===== config.mk =====
export PLATFORM = sky130hd
export DESIGN_NAME = instr_register_arbiter
export DESIGN_NICKNAME = d
export VERILOG_FILES = /design/src/rtl/instr_register_pkg.sv /design/src/rtl/rr_arbiter.sv /design/src/rtl/instr_register_arbiter.sv
export SDC_FILE = /design/constraint.sdc
export NUM_CORES = 1
export LEC_CHECK = 0
export BUFFER_PORTS_ARGS = -buffer_cell sky130_fd_sc_hd__buf_2
export CAP_MARGIN = 20
export CORE_AREA = 2 2 193 195
export CTS_CLUSTER_DIAMETER = 200
export DETAILED_ROUTE_END_ITERATION = 10
export DIE_AREA = 0 0 195 197
export PLACE_DENSITY_LB_ADDON = 0.12
export SLEW_MARGIN = 10
export SYNTH_ARGS = -nofsm -noshare
export SYNTH_HDL_FRONTEND = slang
export SYNTH_SLANG_ARGS = --single-unit

===== constraint.sdc =====
create_clock -name clk -period 4.1 [get_ports clk]
set_input_delay 0 -clock clk [delete_from_list [all_inputs] [get_ports clk]]
set_output_delay 0 -clock clk [all_outputs]
set_load 0.01 [all_outputs]

===== src/rtl/instr_register_pkg.sv =====
// Shared types for instr_register and its write arbiter / FIFO sequencer.
// Opcode, operand, address and instruction word layouts are fixed by instr_register.
package instr_register_pkg;

    typedef enum logic [3:0] {
        ZERO,
        PASSA,
        PASSB,
        ADD,
        SUB,
        MULT,
        DIV,
        MOD
    } opcode_t;

    typedef logic signed [31:0] operand_t;
    typedef logic signed [63:0] result_t;
    typedef logic [4:0]         address_t;

    typedef struct packed {
        opcode_t  opc;
        operand_t op_a;
        operand_t op_b;
        result_t  result;
    } instruction_t;

    localparam int MAX_REQ = 8;

    typedef logic [$clog2(MAX_REQ)-1:0] req_id_t;

endpackage


===== src/rtl/rr_arbiter.sv =====
// Round-robin arbiter: request vector plus enable to a one-hot grant.
// Priority pointer moves to the winner only when a grant is issued.
module rr_arbiter #(
    parameter int N_REQ = 2
) (
    input  logic             clk,
    input  logic             reset_n,
    input  logic [N_REQ-1:0] req,
    input  logic             en,
    output logic [N_REQ-1:0] grant
);

    localparam int IW = $clog2(N_REQ);

    logic [IW-1:0]    last_q;
    logic [IW-1:0]    sel;
    logic [N_REQ-1:0] mask;
    logic [N_REQ-1:0] masked;

    // Pick the first requester above the last winner, else the lowest one.
    always_comb begin
        grant  = '0;
        mask   = '0;
        sel    = '0;
        for (int j = 0; j < N_REQ; j++) begin
            mask[j] = (j > int'(last_q));
        end
        masked = req & mask;
        for (int j = N_REQ - 1; j >= 0; j--) begin
            if (req[j]) begin
                sel = IW'(j);
            end
        end
        for (int j = N_REQ - 1; j >= 0; j--) begin
            if (masked[j]) begin
                sel = IW'(j);
            end
        end
        if (en && (|req)) begin
            grant[sel] = 1'b1;
        end
    end

    // Last-winner pointer; reset value makes requester 0 the first choice.
    always_ff @(posedge clk or negedge reset_n) begin
        if (!reset_n) begin
            last_q <= IW'(N_REQ - 1);
        end else if (en && (|req)) begin
            last_q <= sel;
        end
    end

endmodule


===== src/rtl/instr_register_arbiter.sv =====
// Round-robin write arbiter and circular-queue sequencer for instr_register.
// One registered write stage, committed-entry count and a source-id side array.
import instr_register_pkg::*;

module instr_register_arbiter #(
    parameter int N_REQ = 2,
    parameter int DEPTH = 32
) (
    input  logic                       clk,
    input  logic                       reset_n,
    input  logic [N_REQ-1:0]           req_valid,
    output logic [N_REQ-1:0]           req_ready,
    input  opcode_t  [N_REQ-1:0]       req_opcode,
    input  operand_t [N_REQ-1:0]       req_op_a,
    input  operand_t [N_REQ-1:0]       req_op_b,
    input  logic                       flush,
    output logic                       load_en,
    output opcode_t                    opcode,
    output operand_t                   operand_a,
    output operand_t                   operand_b,
    output address_t                   write_pointer,
    output address_t                   read_pointer,
    input  instruction_t               instruction_word,
    output logic                       rsp_valid,
    input  logic                       rsp_ready,
    output instruction_t               rsp_word,
    output logic [$clog2(N_REQ)-1:0]   rsp_src,
    output logic [$clog2(DEPTH):0]     count,
    output logic                       full,
    output logic                       empty
);

    localparam int IW = $clog2(N_REQ);
    localparam int CW = $clog2(DEPTH) + 1;

    logic [N_REQ-1:0] grant;
    logic             arb_en;
    logic             xfer;
    logic             commit;
    logic             pop;
    logic [CW-1:0]    count_q;
    logic [CW-1:0]    occ;

    logic [IW-1:0]    gnt_idx;
    opcode_t          gnt_opc;
    operand_t         gnt_a;
    operand_t         gnt_b;

    logic             stg_valid;
    opcode_t          stg_opc;
    operand_t         stg_a;
    operand_t         stg_b;
    logic [IW-1:0]    stg_src;
    address_t         stg_ptr;

    address_t         wr_ptr;
    address_t         rd_ptr;

    logic [IW-1:0]    src_mem [DEPTH];

    // An entry in the write stage already owns a slot, so it counts as occupied.
    assign occ    = count_q + CW'(stg_valid);
    assign arb_en = !flush && (occ < CW'(DEPTH));

    rr_arbiter #(
        .N_REQ (N_REQ)
    ) u_arb (
        .clk     (clk),
        .reset_n (reset_n),
        .req     (req_valid),
        .en      (arb_en),
        .grant   (grant)
    );

    assign req_ready = grant;
    assign xfer      = |grant;
    assign commit    = stg_valid && !flush;
    assign pop       = rsp_valid && rsp_ready && !flush;

    // Select the granted requester's payload.
    always_comb begin
        gnt_idx = '0;
        gnt_opc = ZERO;
        gnt_a   = '0;
        gnt_b   = '0;
        for (int j = 0; j < N_REQ; j++) begin
            if (grant[j]) begin
                gnt_idx = IW'(j);
                gnt_opc = req_opcode[j];
                gnt_a   = req_op_a[j];
                gnt_b   = req_op_b[j];
            end
        end
    end

    // Write stage: drives the register's write port one cycle after the grant.
    always_ff @(posedge clk or negedge reset_n) begin
        if (!reset_n) begin
            stg_valid <= 1'b0;
            stg_opc   <= ZERO;
            stg_a     <= '0;
            stg_b     <= '0;
            stg_src   <= '0;
            stg_ptr   <= '0;
        end else begin
            stg_valid <= xfer;
            if (xfer) begin
                stg_opc <= gnt_opc;
                stg_a   <= gnt_a;
                stg_b   <= gnt_b;
                stg_src <= gnt_idx;
                stg_ptr <= wr_ptr;
            end
        end
    end

    // Queue pointers and committed count; flush drops everything committed.
    always_ff @(posedge clk or negedge reset_n) begin
        if (!reset_n) begin
            wr_ptr  <= '0;
            rd_ptr  <= '0;
            count_q <= '0;
        end else begin
            if (xfer) begin
                wr_ptr <= wr_ptr + address_t'(1);
            end
            if (flush) begin
                count_q <= '0;
                rd_ptr  <= wr_ptr;
            end else begin
                if (pop) begin
                    rd_ptr <= rd_ptr + address_t'(1);
                end
                unique case ({commit, pop})
                    2'b10:   count_q <= count_q + CW'(1);
                    2'b01:   count_q <= count_q - CW'(1);
                    default: count_q <= count_q;
                endcase
            end
        end
    end

    // Source id of each committed entry, kept alongside the register stack.
    always_ff @(posedge clk or negedge reset_n) begin
        if (!reset_n) begin
            for (int i = 0; i < DEPTH; i++) begin
                src_mem[i] <= '0;
            end
        end else if (commit) begin
            src_mem[stg_ptr] <= stg_src;
        end
    end

    assign load_en       = stg_valid;
    assign opcode        = stg_opc;
    assign operand_a     = stg_a;
    assign operand_b     = stg_b;
    assign write_pointer = stg_ptr;
    assign read_pointer  = rd_ptr;

    assign rsp_valid = (count_q != '0);
    assign rsp_word  = instruction_word;
    assign rsp_src   = src_mem[rd_ptr];
    assign count     = count_q;
    assign full      = (occ == CW'(DEPTH));
    assign empty     = (count_q == '0);

endmodule


After elaboration in Yosys (flattened, before gate mapping)
Cells that the tools add are included.
{"block": "word_totals", "ff_bits": 124, "in_bits": 274, "out_inout_bits": 223, "elab_cells": 98}
{"block": "op_classes", "addsub": 5, "magnitude_cmp": 7, "eq_ne": 3, "n_mux": 24, "bitwise": 3, "n_reduce_logical": 14}
{"cell": "2-to-1 mux 32 bit", "count": 4}
{"cell": "bitwise mux 32 bit", "count": 1}
{"cell": ">= comparator 6 bit, second input constant", "count": 2}
{"cell": "inverter 5 -> 6 bit", "count": 2}
{"cell": "case mux 6 bit (2 select lines)", "count": 1}
{"cell": "adder 5 x 1 -> 5 bit, second input constant", "count": 2}
{"cell": "2-to-1 mux 5 bit", "count": 2}
{"cell": "2-to-1 mux 1 bit", "count": 9}
{"cell": "2-to-1 mux 4 bit", "count": 2}
{"cell": "logical AND 1 bit", "count": 7}
{"cell": "adder 6 x 1 -> 6 bit", "count": 1}
{"cell": "adder 6 x 1 -> 6 bit, second input constant", "count": 1}
{"cell": "== test 6 bit, second input constant", "count": 1}
{"cell": "zero test 6 bit", "count": 1}
{"cell": "< comparator 6 x 1 -> 1 bit, second input constant", "count": 1}
{"cell": "< comparator 6 bit, second input constant", "count": 1}
{"cell": "2-to-1 mux 6 bit", "count": 1}
{"cell": "nonzero test 6 bit", "count": 1}
{"cell": "subtractor 6 x 1 -> 6 bit, second input constant", "count": 1}
{"cell": "binary-select mux 1 bit (select 5 bit)", "count": 1}
{"cell": "demux 1 bit (select 5 bit)", "count": 1}
{"cell": "OR reduction 2 bit", "count": 2}
{"cell": "nonzero test 3 bit", "count": 1}
{"cell": "bitwise AND 2 bit", "count": 1}
{"cell": "other kinds (9)", "count": 9}

Logic depth before layout (Yosys ltp)
{"block": "logic_depth", "ltp_word": 11, "ltp_mapped": 9, "mapped_depth_nobuf": 8}

Modules after synthesis
Synthesis repeated with hierarchy kept, for this count alone.
{"block": "hier_totals", "cells_unflattened": 718, "hier_area_um2": 7218.2}
{"mod": "instr_register_arbiter", "instances": 1, "cells_per_inst": 710, "area_per_inst_um2": 7155.6, "seq_area_each_um2": 3078.0}
{"mod": "rr_arbiter", "instances": 1, "cells_per_inst": 8, "area_per_inst_um2": 62.6, "seq_area_each_um2": 26.3}

Least setup slack after synthesis
Ideal clock, no wire load.
{"block": "synth_timing", "kind": "reg-to-reg", "startpoint": "register count_q[1] (netlist: count[1])", "endpoint": "register count_q[5] (netlist: count[5])", "setup_ps": 70, "t_arrival_ps": 2991, "required_time_ps": 4030, "slack_ps": 1039, "path_stages_with_launch": 9, "n_path_buf": 0, "period_less_slack_ps": 3061, "cell_sequence": "dfrtp_1 or4_2 o21ai_1 nor2_1 ha_1 a211oi_1 o21ai_0 a2111o_1 nand4_1"}
{"block": "synth_via", "elab_chain_len": 6, "elab_cells_between_ends": 10, "cone_classes": "2 x add/sub; 2 x eq/ne; 2 x mux; 4 x reduce/logical"}
{"element": "from (decl)", "line_no": "instr_register_arbiter.sv:41", "source": "logic [CW-1:0] count_q;"}
{"element": "from (signal assigned)", "line_no": "instr_register_arbiter.sv:135", "source": "2'b10: count_q <= count_q + CW'(1);"}
{"element": "from (signal assigned)", "line_no": "instr_register_arbiter.sv:136", "source": "2'b01: count_q <= count_q - CW'(1);"}
{"element": "from (signal assigned)", "line_no": "instr_register_arbiter.sv:137", "source": "default: count_q <= count_q;"}
{"element": "branches (longest 6 deep; another with subtractor 6 x 1 -> 6 bit)"}
Several ways; the timed one is not identified.
A chain may end at the register's enable or synchronous reset.

Final worst setup path
Same ends and word-level chain as after synthesis.

==> flow_summary.json <==
{
  "synth.net_count": 923,
  "grt_pass1_vias": 6497,
  "num_rows": 70,
  "rr_worst_depth": 9,
  "crit_family": "compound AO/OA/AOI/OAI gates",
  "tightest_slew_ns": 0.928,
  "reg2reg_to": "count[5]$_DFFE_PN0P_",
  "drv_slew": 0,
  "clk_latency_ns": 0.43,
  "port_buffers": 232,
  "crit_cells": 9,
  "nFillCells": 3920,
  "postCtsSetupBuffers": 0,
  "holdWs_ns": 0.00000391,
  "r2r_start": "count[1]$_DFFE_PN0P_",
  "post-route-period-util_pct": 78.2,
  "worst_clock_skew_ns": 0.0113,
  "drc": 0,
  "slew_headroom_pct": 37.7,
  "cts.path.max_buffers": 2,
  "yosysWarnings": 0,
  "worstPathRequired_ns": 4.46,
  "fin_crit_ns": 3.21,
  "die_area_um2": 38400,
  "cpMaxStageDelayCell": "or4_2",
  "synth_compound_area_share_pct": 13.2,
  "drv_cap": 0,
  "hold_path.class": "input pin to output pin",
  "grt_max_degree": 75,
  "status": "finished clean",
  "muxShareOfSynthArea_pct": 9.76,
  "firstDrtPassIters": 4,
  "synth_simple_gate_area_share_pct": 13.2,
  "power_density_nw_per_um2": 649,
  "setup-tns-final_ns": 0,
  "worstSetupEndpoint": "count[5]$_DFFE_PN0P_",
  "synth_seq_cells": 124,
  "ant_nets": 0,
  "h-tree-depth": 4,
  "clk_pin_slew_ns": 0.06,
  "synth_area_um2": 7140,
  "routed_wl_mm": 25.1,
  "synth_xor_area_share_pct": 1.23,
  "synth_top_family_by_area": "buffers and inverters",
  "chipHeight_um": 197,
  "max_freq_ghz": 0.312,
  "yosys-top-cells-area": "dfrtp_1 (43%), buf_4 (14%), a221o_1 (9.5%)",
  "avgSynthCellArea_um2": 11.2,
  "wl_per_cell_um": 18.6,
  "synth.top_cell.area_share_pct": 43.1,
  "numCtsBuffers": 17,
  "path_buf_inv": 1,
  "cts_tree": "built",
  "cp-start-kind": "flip-flop",
  "synth_fa_ha_area_share_pct": 1.68,
  "synth_cell_types": 51,
  "antenna_found_initial": 4,
  "ir_drop_v": 0.000343,
  "crit_type": "flip-flop to flip-flop",
  "cp.arrival_ns": 3.57,
  "gp_congestion": 0.708,
  "fin_util_pct": 26.9,
  "drt_iter0_drc": 232,
  "critPathLaunch": "count[1]$_DFFE_PN0P_",
  "grt-ovfl-total": 0,
  "leakagePower_nw": 4.75,
  "dp_slack_ns": 0.950,
  "drive_gt1_share_pct": 38.2,
  "max_stage_delay_ns": 0.78,
  "setup_slack_ns": 0.894,
  "cts_sinks": 124,
  "synthCells": 640,
  "cp-end-kind": "flip-flop",
  "syn2layout_area_growth_pct": 36.6,
  "core_area_um2": 36300,
  "rsz0062_at_grt": "no",
  "crit_fanout": 8,
  "synth_top_area_cell": "dfrtp_1",
  "setup_viol": 0,
  "io_pins": 497,
  "vias_per_cell": 4.42,
  "root_buffer": "clkbuf_16",
  "grt_first_pass_wirelength_mm": 38.5,
  "fp.dieW_um": 195,
  "final-hold-violation-count": 0,
  "route.vias.total": 5951,
  "start_util_pct": 19.7,
  "dp_hpwl_mm": 16.5,
  "track_usage_pct": 13.1,
  "r2r_slack_ns": 0.89,
  "crit_chain": "or4_2 -> o21ai_1 -> buf_4 -> nor2_1 -> ha_1 -> a211oi_1 -> o21ai_0 -> a2111o_1 -> nand4_1",
  "synth-seq-area-share_pct": 43.5,
  "nets": 1147
}
[final cells by class]
| type | count | area, um2 | area share (%) |
|---|---|---|---|
| flip-flops and latches | 124 | 3100 | 31.8 |
| multi-input cells | 339 | 2820 | 28.9 |
| repair buffers | 379 | 2670 | 27.4 |
| well taps | 468 | 586 | 6.01 |
| clock buffers | 19 | 443 | 4.54 |
| clock inverters | 13 | 118 | 1.21 |
| inverters | 3 | 11.3 | 0.115 |
| diodes | 1 | 2.50 | 0.0257 |
[worst reg2reg max path, cell delays in order, from the launching register on]
cell      delay [ns]
dfrtp_1         0.49
or4_2           0.78
o21ai_1         0.16
buf_4           0.17
nor2_1          0.12
ha_1            0.34
a211oi_1        0.33
o21ai_0         0.24
a2111o_1        0.41
nand4_1         0.09
[through the flow]
step | cell area (um2) | instances | total power [mW]
finish | 9750 | 1346 | 6.33
floorplan | 7140 | 640 | 3.54
global placement | 7790 | 1175 | 4.43
detailed placement | 7790 | 1175 | 4.38
global route | 9750 | 1345 | 6.79
CTS | 9720 | 1344 | 6.41
[cells by family (layout without fill, tap and decap cells)]
family                     Yosys count  count (layout)
buffers and inverters              177             414
and+or+nand+nor                    162             162
DFF                                124             124
AOI/OAI and AO/OA                  108             108
muxes                               50              50
xor gates and xnor gates            10              10
adders and majority gates            9               9
other                                0               1
[cell usage after synthesis (all sizes together)]
master  count
a2111o      1
a211o       2
a211oi      1
a21boi      3
a21o        6
a21oi       8
a221o      68
a31oi       1
and2        1
and3       71
buf       152
clkbuf     22
dfrtp     123
dfstp       1
fa          1
ha          8
inv         3
mux2       39
mux2i       1
mux4       10
nand2      25
nand2b      2
nand3       7
nand3b      5
nand4       2
nand4b      2
nor2       21
nor2b       3
nor3        8
nor3b       6
nor4        4
o211ai      3
o21a        1
o21ai      12
o221ai      2
or2         2
or3         1
or4         2
xnor2       1
xor2        9
[power breakdown]
part	total, mW	switching (mW)	internal (mW)
logic	2.65	1.14	1.50
clock network	1.48	0.631	0.852
registers	2.20	0.492	1.71
[flip-flops by register name (all words and copies together) (netlist names)]
name and flops:
operand_a 32, operand_b 32, src_mem 32, count 6, read_pointer 5, wr_ptr 5, write_pointer 5, opcode 4
load_en 1, stg_src 1, u_arb.last_q 1
[metal layers]
layer / vias up / track usage, % / wire length (um)
met3: 34 / 7.17 / 2620
met2: 306 / 21.4 / 11900
met4: 4 / 3.90 / 331
met1: 2926 / 14.8 / 10200
li1: 2681 / - / -
met5: - / 0 / 21
[cell usage in the layout, fill, tap and decap left out, drive strengths merged, types with 3 or more instances in the layout]
cell type and instances:
nor3b 6, a21o 6, a21boi 3, and3 71, xor2 9, mux4 10, dlygate4sd3 137, a221o 68
nand3 7, o211ai 3, mux2 39, inv 6, nor2b 3, ha 8, nor4 4, nor2 21
dfrtp 123, nand3b 5, nor3 8, buf 241, nand2 25, clkinv 4, clkinvlp 5, a21oi 8
clkbuf 20, o21ai 12
[worst min path at each step]
stage / from / slack [ns] / to / cells after the start
after detailed placement: instruction_word[23] / 0.00007 / rsp_word[23] / 0
after global placement: instruction_word[23] / 0.00007 / rsp_word[23] / 0
after global routing: instruction_word[49] / 0.00002 / rsp_word[49] / 0
after CTS: instruction_word[23] / 0.00007 / rsp_word[23] / 0
final: instruction_word[128] / 0.000004 / rsp_word[128] / 0
after floorplan: reset_n / -0.30 / count[0]$_DFFE_PN0P_ / 0
[what timing repair did]
item | in CTS | in global routing
hold endpoints to repair | 140 | 0
resized for setup | 0 | 0
hold buffers | 137 | 0
Note: power is estimated with default switching activity, not from simulation.
